## src/rtl/serial_arith_pkg.sv

```systemverilog
// Shared types and sizing helpers for the bit-serial subtractor.
// The ovf output is only built when SERSUB_OVF_EN is defined.
package serial_arith_pkg;

    typedef enum logic [1:0] {
        IDLE = 2'd0,
        RUN  = 2'd1,
        DONE = 2'd2
    } sersub_state_t;

    localparam int SERSUB_WIDTH = 8;
    localparam int CNT_W        = $clog2(SERSUB_WIDTH + 1);

    // Counter width for an arbitrary WIDTH; sized so it can reach WIDTH without wrapping
    function automatic int sersub_cnt_w(input int width);
        return $clog2(width + 1);
    endfunction

endpackage

```

## src/rtl/full_subtractor.sv

```systemverilog
// One-bit full subtractor cell: d = a - b - bin, bout set when the bit borrows.
module full_subtractor (
    input  logic a,
    input  logic b,
    input  logic bin,
    output logic d,
    output logic bout
);

    assign d    = a ^ b ^ bin;
    assign bout = (~a & b) | (~(a ^ b) & bin);

endmodule

```

## src/rtl/serial_subtractor.sv

```systemverilog
// Bit-serial WIDTH-bit subtractor, LSB first, one shared full-subtractor cell.
// Defining SERSUB_OVF_EN adds the signed-overflow output ovf.
module serial_subtractor
    import serial_arith_pkg::*;
#(
    parameter int WIDTH = SERSUB_WIDTH
) (
    input  logic             clk,
    input  logic             rst_n,
    input  logic             in_valid,
    output logic             in_ready,
    input  logic [WIDTH-1:0] a,
    input  logic [WIDTH-1:0] b,
    input  logic             bin,
    output logic             out_valid,
    input  logic             out_ready,
    output logic [WIDTH-1:0] diff,
    output logic             bout
`ifdef SERSUB_OVF_EN
    ,
    output logic             ovf
`endif
);

    localparam int C_W = sersub_cnt_w(WIDTH);
    localparam logic [C_W-1:0] CNT_LAST = C_W'(WIDTH - 1);

    sersub_state_t    state_q, state_d;
    logic [C_W-1:0]   cnt_q, cnt_d;
    logic [WIDTH-1:0] a_sh_q, a_sh_d;
    logic [WIDTH-1:0] b_sh_q, b_sh_d;
    logic [WIDTH-1:0] res_q, res_d;
    logic             borrow_q, borrow_d;
    logic             bout_q, bout_d;
    logic             in_ready_q, in_ready_d;
    logic             out_valid_q, out_valid_d;
`ifdef SERSUB_OVF_EN
    logic             ovf_q, ovf_d;
`endif

    logic fs_d, fs_bo;

    full_subtractor u_fs (
        .a    (a_sh_q[0]),
        .b    (b_sh_q[0]),
        .bin  (borrow_q),
        .d    (fs_d),
        .bout (fs_bo)
    );

    always_comb begin
        state_d     = state_q;
        cnt_d       = cnt_q;
        a_sh_d      = a_sh_q;
        b_sh_d      = b_sh_q;
        res_d       = res_q;
        borrow_d    = borrow_q;
        bout_d      = bout_q;
        in_ready_d  = in_ready_q;
        out_valid_d = out_valid_q;
`ifdef SERSUB_OVF_EN
        ovf_d       = ovf_q;
`endif
        case (state_q)
            IDLE: begin
                if (in_valid && in_ready_q) begin
                    a_sh_d     = a;
                    b_sh_d     = b;
                    borrow_d   = bin;
                    cnt_d      = '0;
                    in_ready_d = 1'b0;
                    state_d    = RUN;
                end
            end
            RUN: begin
                a_sh_d            = a_sh_q >> 1;
                b_sh_d            = b_sh_q >> 1;
                res_d             = res_q >> 1;
                res_d[WIDTH-1]    = fs_d;
                borrow_d          = fs_bo;
                cnt_d             = cnt_q + C_W'(1);
                if (cnt_q == CNT_LAST) begin
                    bout_d      = fs_bo;
                    out_valid_d = 1'b1;
                    state_d     = DONE;
`ifdef SERSUB_OVF_EN
                    // On the last bit the shifters hold the operand MSBs and fs_d is diff's MSB
                    ovf_d = (a_sh_q[0] ^ b_sh_q[0]) & (a_sh_q[0] ^ fs_d);
`endif
                end
            end
            DONE: begin
                if (out_ready) begin
                    out_valid_d = 1'b0;
                    in_ready_d  = 1'b1;
                    state_d     = IDLE;
                end
            end
            default: begin
                state_d     = IDLE;
                in_ready_d  = 1'b1;
                out_valid_d = 1'b0;
            end
        endcase
    end

    always_ff @(posedge clk) begin
        if (!rst_n) begin
            state_q     <= IDLE;
            cnt_q       <= '0;
            a_sh_q      <= '0;
            b_sh_q      <= '0;
            res_q       <= '0;
            borrow_q    <= 1'b0;
            bout_q      <= 1'b0;
            in_ready_q  <= 1'b1;
            out_valid_q <= 1'b0;
`ifdef SERSUB_OVF_EN
            ovf_q       <= 1'b0;
`endif
        end else begin
            state_q     <= state_d;
            cnt_q       <= cnt_d;
            a_sh_q      <= a_sh_d;
            b_sh_q      <= b_sh_d;
            res_q       <= res_d;
            borrow_q    <= borrow_d;
            bout_q      <= bout_d;
            in_ready_q  <= in_ready_d;
            out_valid_q <= out_valid_d;
`ifdef SERSUB_OVF_EN
            ovf_q       <= ovf_d;
`endif
        end
    end

    assign in_ready  = in_ready_q;
    assign out_valid = out_valid_q;
    assign diff      = res_q;
    assign bout      = bout_q;
`ifdef SERSUB_OVF_EN
    assign ovf       = ovf_q;
`endif

endmodule

```

## config.mk

```make
export PLATFORM = sky130hd
export DESIGN_NAME = serial_subtractor
export DESIGN_NICKNAME = d
export VERILOG_FILES = /design/src/rtl/serial_arith_pkg.sv /design/src/rtl/full_subtractor.sv /design/src/rtl/serial_subtractor.sv
export SDC_FILE = /design/constraint.sdc
export NUM_CORES = 1
export LEC_CHECK = 0
export CORE_MARGIN = 2
export CORE_UTILIZATION = 50
export CTS_CLUSTER_SIZE = 12
export DETAILED_ROUTE_END_ITERATION = 12
export PLACE_DENSITY = 0.84
export SYNTH_ARGS = -nofsm -noshare
export SYNTH_HDL_FRONTEND = slang
export SYNTH_SLANG_ARGS = --single-unit
```

## constraint.sdc

```tcl
create_clock -name clk -period 1.51 [get_ports clk]
set_input_delay 0.2265 -clock clk [delete_from_list [all_inputs] [get_ports clk]]
set_output_delay 0.2265 -clock clk [all_outputs]
set_load 0.03 [all_outputs]
```

== Word level (Yosys, flattened, before mapping) ==
Cells that the tools add are included.

* Flip-flop bits (word level): 34
* Input port bits: 21
* Logic and storage cells: 51

* Add/sub/neg operators: 1
* Eq/ne operators: 6
* Multiplexer cells: 18
* Bitwise gates (word level): 9
* Reductions and logical operators: 8

{| class="wikitable"
|+ Operators by type and width
! kind !! number
|-
| 8-bit one-hot mux with 2 select lines || 2
|-
| 8-bit 2-to-1 mux || 2
|-
| 3-bit AND reduction || 3
|-
| 4-bit one-hot mux with 2 select lines || 1
|-
| 2-bit 2-to-1 mux || 3
|-
| 2-bit inequality test (second input constant) || 3
|-
| 1-bit one-hot mux with 3 select lines || 2
|-
| 2-bit one-hot mux with 3 select lines || 1
|-
| 1-bit 2-to-1 mux || 5
|-
| 4-bit by 1-bit adder with 4-bit output (second input constant) || 1
|-
| 4-bit by 3-bit == test with 1-bit output (second input constant) || 1
|-
| 4-bit 2-to-1 mux || 1
|-
| 1-bit inverter || 4
|-
| 2-bit AND reduction || 2
|-
| 1-bit bitwise AND || 2
|-
| 2-bit by 1-bit == test with 1-bit output (second input constant) || 1
|-
| 2-bit == test (second input constant) || 1
|-
| 2-bit logical NOT || 1
|-
| 1-bit one-hot mux with 2 select lines || 1
|-
| 2-bit nonzero test || 1
|-
| 1-bit XOR || 2
|-
| 1-bit logical AND || 1
|-
| 1-bit OR || 1
|}

== Depth between registers and ports, before layout ==
Gate-level depths: netlist of run 1.

* Depth in word-level cells: 5
* Mapped depth: 6
* Depth with buffers taken out: 5

== Hierarchy ==
From an unflattened synthesis of run 1, not the netlist that was laid out.

* Cells, all modules: 178
* Area, all modules: 1549.0 sq um

{| class="wikitable"
|+ Modules (own cells, without submodules)
! module !! times used !! cells an instance !! area each (sq um)
|-
| serial_subtractor || 1 || 174 || 1517.7
|-
| full_subtractor || 1 || 4 || 31.3
|}

== Worst setup path after synthesis of run 1 ==
Ideal clock, no wire load.

* Path kind: register to register
* Start: reg in_ready_q (netlist: in_ready)
* End: reg a_sh_q[5]
* Library setup time: 0.088 ns
* Arrival: 1.298 ns
* Required time: 1.422 ns
* Setup slack: 0.123 ns
* Stages on the path, launching flop included: 6
* Path buffers: 2
* Clock period less this slack: 1.387 ns
* Path through: dfxtp_1 > and3b_1 > buf_4 > buf_2 > nor3_1 > a311oi_2

* Word-level cells in the longest chain between the ends: 3

{| class="wikitable"
|+ RTL lines
! element !! RTL line !! RTL
|-
| start, declared || serial_subtractor.sv:35 || <nowiki>logic in_ready_q, in_ready_d;</nowiki>
|-
| start signal, assigned || serial_subtractor.sv:129 || <nowiki>in_ready_q <= in_ready_d;</nowiki>
|-
| 1-bit logical AND || serial_subtractor.sv:66 || <nowiki>if (in_valid && in_ready_q) begin</nowiki>
|-
| 2-bit inequality test (no line) || n/a ||
|-
| 2-bit AND reduction (no line) || n/a ||
|-
| end signal, assigned || serial_subtractor.sv:124 || <nowiki>a_sh_q <= a_sh_d;</nowiki>
|-
| end, declared || serial_subtractor.sv:30 || <nowiki>logic [WIDTH-1:0] a_sh_q, a_sh_d;</nowiki>
|}

No other way between the ends.
A chain may end at the register's enable or synchronous reset.

== Worst setup path after layout of run 1 ==
* Start: reg b_sh_q[0]
* End: reg borrow_q

* Word-level cells in the longest chain between the ends: 5
* Elaborated cells on any way between the ends: 6
* Classes of those cells: 1 x mux; 5 x bitwise

{| class="wikitable"
|+ RTL lines
! element !! RTL line !! RTL
|-
| start, declared || serial_subtractor.sv:31 || <nowiki>logic [WIDTH-1:0] b_sh_q, b_sh_d;</nowiki>
|-
| start signal, assigned || serial_subtractor.sv:125 || <nowiki>b_sh_q <= b_sh_d;</nowiki>
|-
| 1-bit XOR || full_subtractor.sv:11 || <nowiki>assign bout = (~a & b) | (~(a ^ b) & bin);</nowiki>
|-
| 1-bit inverter || full_subtractor.sv:11 ||
|-
| 1-bit bitwise AND || full_subtractor.sv:11 ||
|-
| 1-bit OR * || full_subtractor.sv:11 ||
|-
| 1-bit one-hot mux with 2 select lines * || serial_subtractor.sv:64 || <nowiki>case (state_q)</nowiki>
|-
| end signal, assigned || serial_subtractor.sv:127 || <nowiki>borrow_q <= borrow_d;</nowiki>
|-
| end, declared || serial_subtractor.sv:33 || <nowiki>logic borrow_q, borrow_d;</nowiki>
|}

Every way passes the cells marked *; elsewhere a longest branch is shown, timed or not.

==> results of run 1 <==
## synth_stat cells, drive strengths merged (2+ instances only)
cell	number	area [um^2]
a21oi	17	88.8
dfxtp	34	681
nand2	49	184
nand3	2	10.0
o31ai	2	15.0
nor2	3	13.8
buf	13	100
o2bb2ai	2	17.5
nand2b	2	20.0
and3b	2	17.5
clkbuf	2	7.51
nor3b	2	15.0
inv	3	11.3
nor3	14	70.1
o21ai	4	20.0
a311oi	15	181
## sequential cells by signal, indices dropped and copies added, names as in the netlist
| name | count |
|---|---|
| in_ready | 1 |
| cnt_q | 4 |
| a_sh_q | 8 |
| out_valid | 1 |
| borrow_q | 1 |
| diff | 8 |
| state_q | 2 |
| b_sh_q | 8 |
| bout | 1 |
## cell usage in the layout (no fill, tap or decap), drive strengths merged, types with 3 or more instances in the layout
cell type / n
a311oi: 15
a21oi: 17
inv: 3
dlygate4sd2: 11
nand2: 49
nor3: 14
dfxtp: 34
nor2: 3
o21ai: 4
buf: 11
clkbuf: 8
clkdlybuf4s50: 20
## how the worst max path moves through the flow
stage / start / endpoint / slack [ns] / cells after the start
floorplan: in_ready / a_sh_q[5] / 0.12 / 5
global placement: in_valid / a_sh_q[0] / 0.05 / 5
detailed placement: in_valid / a_sh_q[1] / -0.005 / 5
CTS: b_sh_q[0] / borrow_q / 0.05 / 5
global route: b_sh_q[0] / borrow_q / 0.03 / 5
finish: b_sh_q[0] / borrow_q / 0.11 / 5
## cell families after synthesis
group / count (synthesis) / synth area share, %
buffers and inverters: 18 / 7.71
flip-flops: 34 / 44.2
AO/OA/AOI/OAI: 43 / 22.4
adder cells (fa/ha/maj): 2 / 2.11
AND/OR/NAND/NOR: 79 / 23.6
## repair_timing
item,4_1_cts,5_1_grt
pin swaps,0,0
gates resized for setup,11,1
endpoints found under the setup margin,11,1
## layer usage
layer | part of all wire [%] | routed length [um] | track usage [%] | up-vias
met5 | 0 | 0 | 0 | -
met4 | 2.2 | 78 | 11.4 | 0
met3 | 4.5 | 157 | 6.11 | 9
met2 | 50 | 1780 | 37.2 | 32
met1 | 43 | 1510 | 25.6 | 664
li1 | - | - | - | 692
## layout make-up
cell class | count | area [um^2] | area share, %
tap | 33 | 41.3 | 2.08
inverter | 3 | 11.3 | 0.566
timing repair buffer | 42 | 429 | 21.6
clock buffer | 8 | 78.8 | 3.96
multi-input combinational | 124 | 747 | 37.6
sequential | 34 | 681 | 34.2
## report_power, final
part           switching [uW]  internal [uW]
clock                     303            318
combinational             197            185
sequential               36.8            956
## metrics by stage
stage           TNS, ns  hold WS (ns)  area, um^2  std cells
6_report              0         0.449        1990        244
5_1_grt               0         0.454        1990        244
4_1_cts               0         0.446        1980        244
3_5_place_dp   -0.00503         0.464        1920        236
3_3_place_gp          0         0.443        1920        236
2_1_floorplan         0         0.303        1540        176
==> run_results.csv, run 1 <==
group,metric,value,unit
placement,dp_worst_setup_slack,-0.00503,ns
clock_tree,post-cts-setup-buffer-count,0,
min_path,hold_end,"b_sh_q[7]",
routing,routedWlPerCell,14.4,um
timing,slew_headroom,77.0,%
timing,rsz0062_at_grt,"no",
timing,setup_slack,0.109,ns
clock_tree,cts.reportedPaths.clkPinSlew,0.10,ns
logic_synthesis,synth_cell_types,32,
timing,hold_viol,0,
logic_synthesis,synthCells,176,
cells_and_area,areaGrowthSynthToFinish,29.0,%
timing,fmax,714,MHz
min_path,hold_path.class,"in2reg",
logic_synthesis,syn_area,1540,um^2
clock_tree,ctsLongestPathBuffers,2,
timing,fin_crit,1.40,ns
setup_path,r2r-start,"b_sh_q[0]",
setup_path,cpLargestDelayFamily,"adder cells",
clock_tree,hold_buffers,0,
routing,vias,1397,
global_routing,antenna_found_initial,0,
min_path,whs_path_depth,2,
logic_synthesis,ys_seq_area_share,44.2,%
cells_and_area,num-fill-cells,265,
power,power,2000,uW
logic_synthesis,ys_async_sr_fraction,0,%
setup_path,critical_path_buf_inv_count,1,
placement,io_buffer_count,31,
routing,ant_nets,0,
run,max-cap-violations,0,
logic_synthesis,yosys_warnings,0,
logic_synthesis,synth_nets,199,
floorplanning,start_util,51.3,%
logic_synthesis,synth_edf_count,0,
clock_tree,insertion_delay,0.34,ns
routing,routed_via_density,5.73,
floorplanning,core_area,3000,um^2
outcome,run_status,"completed",
floorplanning,die_width,59.5,um
setup_path,rr_worst_depth,5,
global_routing,grt_pass1_wl,5840,um
floorplanning,rows,20,
placement,place_congestion,0.827,
placement,hpwl,2480,um
clock_tree,cts-htree-levels,2,
logic_synthesis,ys_ff_latch,34,
timing,final.setup_skew,0.00280,ns
setup_path,required,1.79,ns
cells_and_area,final_util,66.2,%
global_routing,grt_max_degree,31,
setup_path,worstPathCellList,"inv_1 > fa_1 > nor3b_2 > a21oi_1 > a21oi_1",
setup_path,endpoint_kind,"flip-flop",
floorplanning,die_area,3540,um^2
routing,drcViolationCount,0,
clock_tree,cts_made_buffers,5,
routing,drtIter0Drc,87,
cells_and_area,drive_above_1_share,14.7,%
setup_path,crit_top_cell,"a21oi_1",
global_routing,grtUsageTotal,22.1,%
global_routing,grt_pass1_vias,1314,
cells_and_area,finalNetCount,233,
setup_path,rrSetupSlack,0.11,ns
setup_path,cpPeakStageDelay,0.49,ns
floorplanning,die_h,59.5,um
timing,drv_slew,0,
routing,dr.pass1.iters,4,
clock_tree,cts_num_sinks,34,
setup_path,path_class,"reg2reg",
power,p_leak,0.000769,uW
floorplanning,io_pins,32,
setup_path,worstPathMaxFanout,2,
setup_path,worst_r2r_endpoint,"borrow_q",
setup_path,critical_path_arrival,1.68,ns
setup_path,critPathLaunchType,"flip-flop",
timing,worst_pin_slew,0.336,ns
clock_tree,cts_root_buf,"clkbuf_4",
routing,drt-total-wl,3520,um
power,max-vdd-ir-drop,500,uV
setup_path,cp_slowest_cell,"fa_1",
min_path,holdCritStartpoint,"b[7]",
global_routing,gr-total-overflow,0,
clock_tree,cts_tree,"yes",
timing,setup_violations,0,
cells_and_area,diodes,0,
logic_synthesis,synth.avg_cell_area,8.76,um^2
power,cellPowerDensity,1000,nW/um^2
logic_synthesis,synth_top_flop_cell,"dfxtp_1",
timing,post-route-period-util,92.8,%
Note: power is estimated with default switching activity, not from simulation.
==> inputs of run 2 (changes only) <==
Settings changed: CELL_PAD_IN_SITES_DETAIL_PLACEMENT from default to 1, CELL_PAD_IN_SITES_GLOBAL_PLACEMENT from default to 1, CORE_UTILIZATION 50 to 39, CTS_BUF_LIST from default to sky130_fd_sc_hd__clkbuf_4 sky130_fd_sc_hd__clkbuf_8, PLACE_DENSITY 0.84 to 0.87.
==> run_results.csv, run 2 (same netlist as run 1, synthesis figures left out) <==
group,metric,value,unit
timing,whs,0.475,ns
clock_tree,insertion_delay,0.29,ns
clock_tree,cts_tree,"yes",
timing,fin_tns_setup,0,ns
setup_path,endpoint_kind,"flip-flop",
global_routing,grt_max_degree,26,
cells_and_area,num-fill-cells,461,
power,p_leak,0.000766,uW
cells_and_area,layout_commonest_cell,"nand2_1",
run,max-cap-violations,0,
setup_path,critPathLaunchType,"flip-flop",
power,pwr-share-clk,34.4,%
clock_tree,cts.reportedPaths.clkPinSlew,0.07,ns
routing,ant_nets,0,
power,max-vdd-ir-drop,613,uV
timing,fmax,712,MHz
setup_path,cpPeakStageDelay,0.39,ns
timing,slew_headroom,64.6,%
timing,worst_pin_slew,0.530,ns
power,p_comb_share,17.7,%
setup_path,cp_slowest_cell,"dfxtp_1",
placement,hpwl,3020,um
timing,rsz0062_at_grt,"no",
power,pwr-share-seq,47.9,%
placement,dpl_cell_area,1900,um^2
floorplanning,core_area,3740,um^2
timing,drv_slew,0,
routing,drtIter0Drc,93,
setup_path,critical_path_buf_inv_count,2,
setup_path,cpLargestDelayFamily,"flip-flops",
power,p_int,1510,uW
routing,drcViolationCount,0,
routing,routedWlPerCell,16.2,um
clock_tree,cts_made_buffers,5,
floorplanning,start_util,41.2,%
setup_path,critical_path_arrival,1.61,ns
global_routing,grt_pass1_vias,1446,
cells_and_area,most-common-layout-cells,"nand2_1, dfxtp_1, clkdlybuf4s50_1, a21oi_1, nor3_1",
floorplanning,rows,22,
clock_tree,ctsLongestPathBuffers,2,
placement,place_inst,251,
clock_tree,cts_num_sinks,34,
timing,final.setup_skew,0.00910,ns
setup_path,worstPathMaxFanout,18,
timing,hold_viol,0,
routing,vias,1428,
cells_and_area,finalNetCount,233,
power,switchingPower,574,uW
routing,dr.pass1.iters,4,
floorplanning,die_width,66.9,um
timing,setup_violations,0,
floorplanning,die_h,66.9,um
cells_and_area,register_area,682,um^2
floorplanning,io_pins,32,
cells_and_area,layoutNonFillerInstCount,259,
timing,fin_crit,1.40,ns
outcome,run_status,"completed",
power,cellPowerDensity,1050,nW/um^2
cells_and_area,diodes,0,
placement,io_buffer_count,31,
cells_and_area,areaGrowthSynthToFinish,29.5,%
routing,routed_via_density,5.51,
global_routing,grtUsageTotal,20.9,%
setup_path,crit_top_cell,"buf_4",
placement,place_congestion,0.767,
clock_tree,cts_root_buf,"clkbuf_8",
timing,post-route-period-util,92.9,%
power,p_sw_share,27.5,%
cells_and_area,design_area,2000,um^2
cells_and_area,final_util,53.3,%
cells_and_area,drive_above_1_share,15.2,%
min_path,hold_path.class,"reg2reg",
routing,drt-total-wl,4190,um
floorplanning,die_area,4470,um^2
clock_tree,hold_buffers,0,
setup_path,worstPathCellList,"buf_4 > and2b_1 > buf_4 > nand2_1 > a311oi_2",
global_routing,grt_pass1_wl,6820,um
setup_path,required,1.71,ns
global_routing,gr-total-overflow,0,
cells_and_area,multiInputGateArea,752,um^2
setup_path,path_class,"reg2reg",
global_routing,antenna_found_initial,0,
clock_tree,cts-htree-levels,2,
==> run 2: cell count changes in the layout (fill, tap and decap cells not counted), moves of 2 or more <==
cell and delta:
clkbuf_8 +3, buf_12 -3, buf_4 +2, clkbuf_4 -4
==> run 2: metal layers <==
layer  up-vias  wire length (um)  global-route usage, %
met5         -                 0                      0
met4         0                64                   7.40
met3         7               173                   6.25
met2        26              2210                   36.0
met1       708              1750                   24.4
li1        687                 -                      -
==> run 2: worst register-to-register path, stage by stage (launching register included) <==
cell      delay (ns)
dfxtp_1         0.39
buf_4           0.16
and2b_1         0.16
buf_4           0.23
nand2_1         0.12
a311oi_2        0.27
==> run 2: area by class of cell <==
class                      instances  area share, %
timing repair buffer              42           19.8
tap                               48           3.01
clock buffer                       7           4.51
sequential                        34           34.2
inverter                           3          0.564
multi-input combinational        124           37.7
clock inverter                     1          0.251
==> run 2: worst paths after layout <==
kind                    from        end  slack (ns)  depth (start not counted)
setup reg to reg  state_q[0]  b_sh_q[1]        0.11                          5
hold reg to reg      diff[2]    diff[1]        0.47                          2
hold / removal       diff[2]    diff[1]        0.47                          2
setup / recovery  state_q[0]  b_sh_q[1]        0.11                          5
==> run 2: metrics by stage <==
stage | setup slack, ns | power (uW)
finish | 0.106 | 2090
global route | 0.0147 | 2190
CTS | 0.0200 | 2090
detailed placement | -0.402 | 1390
global placement | -0.311 | 1360
floorplan | 0.123 | 1250
==> run 2: repair_timing <==
action / 4_1_cts / 5_1_grt
gates resized for setup: 12 / 3
setup buffers: 0 / 0
endpoints found under the setup margin: 26 / 7
pin swaps: 0 / 0
==> run 2: power groups by stage <==
stage               combinational [uW]  clock, uW  sequential [uW]
finish                             369        718              999
detailed placement                 368          0             1020
global placement                   348          0             1010
global route                       405        780             1010
CTS                                369        724             1000
floorplan                          237          0             1020
